**config.mk**
```make
export PLATFORM = sky130hd
export DESIGN_NAME = display_page_sequencer
export DESIGN_NICKNAME = d
export VERILOG_FILES = /design/src/rtl/display_page_sequencer.sv
export SDC_FILE = /design/constraint.sdc
export NUM_CORES = 1
export LEC_CHECK = 0
export CORE_ASPECT_RATIO = 0.8
export CORE_UTILIZATION = 56
export DETAILED_ROUTE_END_ITERATION = 10
export PLACE_DENSITY_LB_ADDON = 0.25
export SYNTH_ARGS = -nofsm -noshare
export SYNTH_HDL_FRONTEND = slang
export SYNTH_SLANG_ARGS = --single-unit
```
**constraint.sdc**
```tcl
create_clock -name clk -period 2.6 [get_ports clk]
set_clock_uncertainty 0.15 [all_clocks]
set_input_delay 0.65 -clock clk [delete_from_list [all_inputs] [get_ports clk]]
set_output_delay 0.65 -clock clk [all_outputs]
set_load 0.1 [all_outputs]
```
**src/rtl/display_page_sequencer.sv**
```systemverilog
// ---------------------------------------------------------------------------
// display_page_sequencer
//
// Chooses which 16-bit page the four-digit seven-segment display controller
// shows. The four pages are the low/high byte pairs of the TX and RX buffers,
// and they are selected through {last_led, state_led}. The page advances on a
// debounced "next" button, jumps to a fixed page on UART buffer events, and can
// optionally auto-rotate on a dwell timer toggled by a second button.
//
// Build option:
//   PAGE_SEQ_AUTO_ROTATE_EN  when defined, compiles in the auto-rotate timer and
//                            the btn_mode debouncer/toggle. When undefined,
//                            btn_mode is ignored and auto_led is tied to 0.
//
// Parameters:
//   DEBOUNCE_CYCLES  cycles a synchronized button level must stay stable
//   ROTATE_CYCLES    auto-rotate dwell per page, in cycles
//
// Ports:
//   clk          system clock, rising edge
//   rst_n        asynchronous active-low reset
//   btn_next     raw asynchronous "next page" button, active high
//   btn_mode     raw asynchronous auto-rotate toggle button, active high
//   tx_load      one-cycle pulse: TX buffer written      -> jump to TX low pair
//   rx_done      one-cycle pulse: RX buffer 4-byte fill  -> jump to RX low pair
//   state_led    page half: 2'b01 = bytes 1:0, 2'b10 = bytes 3:2
//   last_led     buffer select: 0 = TX, 1 = RX
//   auto_led     high while auto-rotate is active
//   page_change  one-cycle pulse whenever the page outputs change
// ---------------------------------------------------------------------------
module display_page_sequencer #(
  parameter int DEBOUNCE_CYCLES = 1000000,
  parameter int ROTATE_CYCLES   = 200000000
) (
  input  logic       clk,
  input  logic       rst_n,
  input  logic       btn_next,
  input  logic       btn_mode,
  input  logic       tx_load,
  input  logic       rx_done,
  output logic [1:0] state_led,
  output logic       last_led,
  output logic       auto_led,
  output logic       page_change
);

  // -------------------------------------------------------------------------
  // Button front ends
  // -------------------------------------------------------------------------
  localparam int            DW      = $clog2(DEBOUNCE_CYCLES + 1);
  // The counter is compared against one less than the threshold so that the
  // accept happens on the very edge at which the count would reach it.
  localparam logic [DW-1:0] DB_LAST = DW'(DEBOUNCE_CYCLES - 1);

`ifdef PAGE_SEQ_AUTO_ROTATE_EN
  localparam int NBTN = 2;
  logic [NBTN-1:0] btn_raw;
  assign btn_raw = {btn_mode, btn_next};
`else
  localparam int NBTN = 1;
  logic [NBTN-1:0] btn_raw;
  assign btn_raw = btn_next;
  // btn_mode has no function in this build.
  logic unused_btn_mode;
  assign unused_btn_mode = btn_mode;
`endif

  // One registered rising-edge event per button (bit 0 = next, bit 1 = mode).
  logic [NBTN-1:0] btn_evt;

  generate
    for (genvar gi = 0; gi < NBTN; gi++) begin : g_btn
      logic [1:0]    sync_reg;
      logic [DW-1:0] cnt_reg;
      logic          level_reg;
      logic          level_prev_reg;
      logic          evt_reg;

      always_ff @(posedge clk or negedge rst_n) begin
        if (!rst_n) begin
          sync_reg       <= 2'b00;
          cnt_reg        <= '0;
          level_reg      <= 1'b0;
          level_prev_reg <= 1'b0;
          evt_reg        <= 1'b0;
        end else begin
          sync_reg <= {sync_reg[0], btn_raw[gi]};

          // Any return to the accepted level restarts the stability window,
          // so glitches shorter than the window never get through.
          if (sync_reg[1] == level_reg) begin
            cnt_reg <= '0;
          end else if (cnt_reg == DB_LAST) begin
            cnt_reg   <= '0;
            level_reg <= sync_reg[1];
          end else begin
            cnt_reg <= cnt_reg + 1'b1;
          end

          // Edge detect on the accepted level; a held button yields one event.
          level_prev_reg <= level_reg;
          evt_reg        <= level_reg & ~level_prev_reg;
        end
      end

      assign btn_evt[gi] = evt_reg;
    end
  endgenerate

  logic next_evt;
  assign next_evt = btn_evt[0];

  // -------------------------------------------------------------------------
  // Page selection
  // -------------------------------------------------------------------------
  // Encoding is {last_led, state_led} so the outputs come straight off the
  // state register.
  typedef enum logic [2:0] {
    TX_LO = 3'b001,
    TX_HI = 3'b010,
    RX_LO = 3'b101,
    RX_HI = 3'b110
  } page_t;

  page_t page_reg;
  page_t page_next;
  logic  page_evt;
  logic  page_change_reg;
  logic  rot_tick;

  function automatic page_t step_page(input page_t p);
    case (p)
      TX_LO:   return TX_HI;
      TX_HI:   return RX_LO;
      RX_LO:   return RX_HI;
      default: return TX_LO;
    endcase
  endfunction

  // Exactly one source wins per cycle; lower-priority requests in the same
  // cycle are simply dropped.
  always_comb begin
    page_next = page_reg;
    page_evt  = 1'b0;
    if (rx_done) begin
      page_next = RX_LO;
      page_evt  = 1'b1;
    end else if (tx_load) begin
      page_next = TX_LO;
      page_evt  = 1'b1;
    end else if (next_evt || rot_tick) begin
      page_next = step_page(page_reg);
      page_evt  = 1'b1;
    end
  end

  always_ff @(posedge clk or negedge rst_n) begin
    if (!rst_n) begin
      page_reg        <= TX_LO;
      page_change_reg <= 1'b0;
    end else begin
      page_change_reg <= 1'b0;
      if (page_evt) begin
        page_reg        <= page_next;
        // A jump to the page already shown is still an event (it restarts the
        // dwell) but must not pulse page_change.
        page_change_reg <= (page_next != page_reg);
      end
    end
  end

  assign state_led   = page_reg[1:0];
  assign last_led    = page_reg[2];
  assign page_change = page_change_reg;

  // -------------------------------------------------------------------------
  // Auto-rotate
  // -------------------------------------------------------------------------
`ifdef PAGE_SEQ_AUTO_ROTATE_EN
  localparam int            RW       = $clog2(ROTATE_CYCLES + 1);
  localparam logic [RW-1:0] ROT_LAST = RW'(ROTATE_CYCLES - 1);

  logic          mode_evt;
  logic          auto_reg;
  logic [RW-1:0] rot_cnt_reg;

  assign mode_evt = btn_evt[1];
  assign rot_tick = auto_reg && (rot_cnt_reg == ROT_LAST);

  always_ff @(posedge clk or negedge rst_n) begin
    if (!rst_n) begin
      auto_reg    <= 1'b0;
      rot_cnt_reg <= '0;
    end else begin
      if (mode_evt) begin
        auto_reg <= ~auto_reg;
      end
      // rot_tick always produces a page event, so the wrap to zero is covered
      // by the same clear that restarts the dwell on any other page event.
      if (mode_evt || page_evt) begin
        rot_cnt_reg <= '0;
      end else if (auto_reg) begin
        rot_cnt_reg <= rot_cnt_reg + 1'b1;
      end
    end
  end

  assign auto_led = auto_reg;
`else
  assign rot_tick = 1'b0;
  assign auto_led = 1'b0;
`endif

endmodule
```
==> summary.md <==
| Metric | Value |
|---|---|
| Status | `completed` |
| Seq/Total Area, Yosys | `52.63%` |
| Placement Rows | `15` |
| Post-route setup TNS | `0 ps` |
| Remaining Overflow, GRT | `0` |
| DIE AREA | `2670 um^2` |
| Ys flop type | `dfrtp_1` |
| Number of routed nets with antenna violations | `0` |
| Final std cells w/o fill | `175` |
| WHS Path Cells | `0` |
| Gr usage total | `22.65%` |
| Placed cells | `167` |
| Largest net degree at the start of global routing | `30` |
| Critical path class | `reg2reg` |
| Mapped Area | `1381 um^2` |
| Vias in the first global route | `962` |
| 1st-pass router iterations | `4` |
| Data arrival, critical path | `2430 ps` |
| Root Buffer | `clkbuf_4` |
| Sequential standard cell area | `726.9 um^2` |
| Post-CTS Hold Buffers | `0` |
| Slew Viols, Final | `0` |
| Dpl cell area | `1471 um^2` |
| Total power | `996.2 uW` |
| Maximum fanout along the worst path | `17` |
| DIE HEIGHT | `46.42 um` |
| # IOs | `11` |
| Max FFs per register | `20` |
| CTS tree | `built` |
| Clk Latency, worst-skew pair | `340 ps` |
| Max H-tree Level | `2` |
| Synthesized Nets | `142` |
| Share of layout cells above drive strength 1 | `13.33%` |
| CTS clk-pin slew, worst paths | `90 ps` |
| Drt total wl | `2.519 mm` |
| Critical path capture point type | `register` |
| Drt drc | `0` |
| Pleak | `0.0006430 uW` |
| Hold Path Class | `reg2reg` |
| Starting Density | `61.85%` |
| PwrDens | `632.9 nW/um^2` |
| Finish-stage setup viols | `0` |
| Worst R2R Path Depth | `5` |
| Via/cell ratio | `5.811` |
| Final hold violation count | `0` |
| Vias | `1017` |
| Syn Inst Count | `135` |
| Initial antenna violation count | `0` |
| First-pass GRT wire length | `4.243 mm` |
| Final nets | `156` |
| Fill cells | `164` |
| Core area | `2233 um^2` |
| Most common cell after layout, fill and taps aside | `dfrtp_1` |
| EDFF count, synth | `0` |
| IO buf count | `8` |
| Minimum clock period | `2354 ps` |
| Max Cap Viol | `0` |
| Unrepaired setup endpoints after global routing | `no` |
| CTS buffer count | `5` |
| Clock buffer depth | `2` |
| Ys Warns | `0` |
| Post-route cell area | `1574 um^2` |
| Startpoint Class | `register` |
| Avg Cell Area, Syn | `10.23 um^2` |
| Post-CTS setup buffer count | `0` |
| Die width | `57.53 um` |
| Routed WL per cell | `14.39 um` |
| Async set-reset flop share out of synthesis | `100.0%` |
| Commonest non-fill, non-tap cells in the layout | `dfrtp_1, nor2_1, xnor2_1, nand3_1, buf_4` |
| Antenna Cells | `0` |
| Register bit count reported by yosys | `29` |
| Maximum clock frequency | `424.9 MHz` |
| Post-cts resize count | `0` |
| Area grow syn2layout | `13.95%` |
| Maximum vdd drop | `501.7 uV` |
| CTS sink cnt | `29` |
| 1st-iter DRT viols | `52` |
| Area of the multi-input gates | `598.1 um^2` |
| Final GP Congestion | `0.7593` |
| Hpwl dp | `1.721 mm` |
| Worst Path Required | `2680 ps` |
| Count of different cell masters after synthesis | `36` |
| Period utilization | `90.52%` |
-- routing by layer --
metal | wire length, um | global-route usage [%] | share of wire, % | vias to the layer above
met5 | 0 | 0 | 0 | -
met4 | 67 | 17.07 | 2.7 | 0
met3 | 124 | 7.022 | 4.9 | 10
met2 | 1145 | 33.95 | 45 | 23
met1 | 1183 | 27.98 | 47 | 489
li1 | - | - | - | 495
-- worst paths after layout --
kind	start	end	slack, ps
setup reg to reg	g_btn[0].cnt_reg[15]	g_btn[0].cnt_reg[3]	250
min in group asynchronous	rst_n	btn_evt	520
max in group asynchronous	rst_n	page_reg[0]	1480
hold reg to reg	g_btn[0].sync_reg[0]	g_btn[0].sync_reg[1]	210
setup / recovery	g_btn[0].cnt_reg[15]	g_btn[0].cnt_reg[3]	250
hold / removal	g_btn[0].sync_reg[0]	g_btn[0].sync_reg[1]	210
-- worst max-delay path, stage by stage (launching register included) --
cell and delay [ps]:
dfrtp_1 450, or4b_1 540, or4_4 550, o21ai_2 210
buf_4 250, nor2_1 80
-- report_power, final --
| group | switching (uW) | leakage (uW) | internal [uW] |
|---|---|---|---|
| logic | 46.7 | 0.000199 | 17.3 |
| clock network | 170 | 0.0000552 | 297 |
| registers | 6.45 | 0.000389 | 459 |
| total | 223 | 0.000643 | 773 |
-- final cells by class --
cell class,count,share of cell area [%]
well taps,25,1.987
repair buffers,11,5.882
flip-flops and latches,29,46.18
clock buffers,5,2.385
clock inverters,3,4.134
multi-input cells,96,38.00
inverters,6,1.431
-- Yosys cell counts, types with 2 or more instances --
cell	instances	area share, %
a21oi_1	6	2.2
a31o_2	2	1.3
and3_1	2	0.91
buf_6	2	1.6
dfrtp_1	28	51
inv_1	6	1.6
nand2_1	4	1.1
nand3_1	7	2.5
nand4_1	5	2.3
nor2_1	23	6.2
nor2b_1	2	0.91
nor3_1	5	1.8
nor4_1	4	1.8
or3_1	3	1.4
or4b_1	2	1.4
xnor2_1	12	7.6
xor2_1	3	1.9
-- per-stage QoR --
step           utilization (%)  setup WS (ps)  hold slack (ps)
2_1_floorplan                -          448.3            181.2
3_3_place_gp             65.88          302.6            187.5
3_5_place_dp             65.88          270.3            186.3
4_1_cts                  70.48          259.6            208.5
5_1_grt                  70.48          138.8            208.9
6_report                 70.48          246.4            206.2
-- kinds of logic after synthesis --
family	share of synthesized area [%]
mux	1.540
simple gates	24.18
compound gates	6.885
buf+inv	4.076
other cells	0.2715
fa+ha+maj	0.9057
flops	52.63
xor+xnor	9.511
Note: power is estimated with default switching activity, not from simulation.
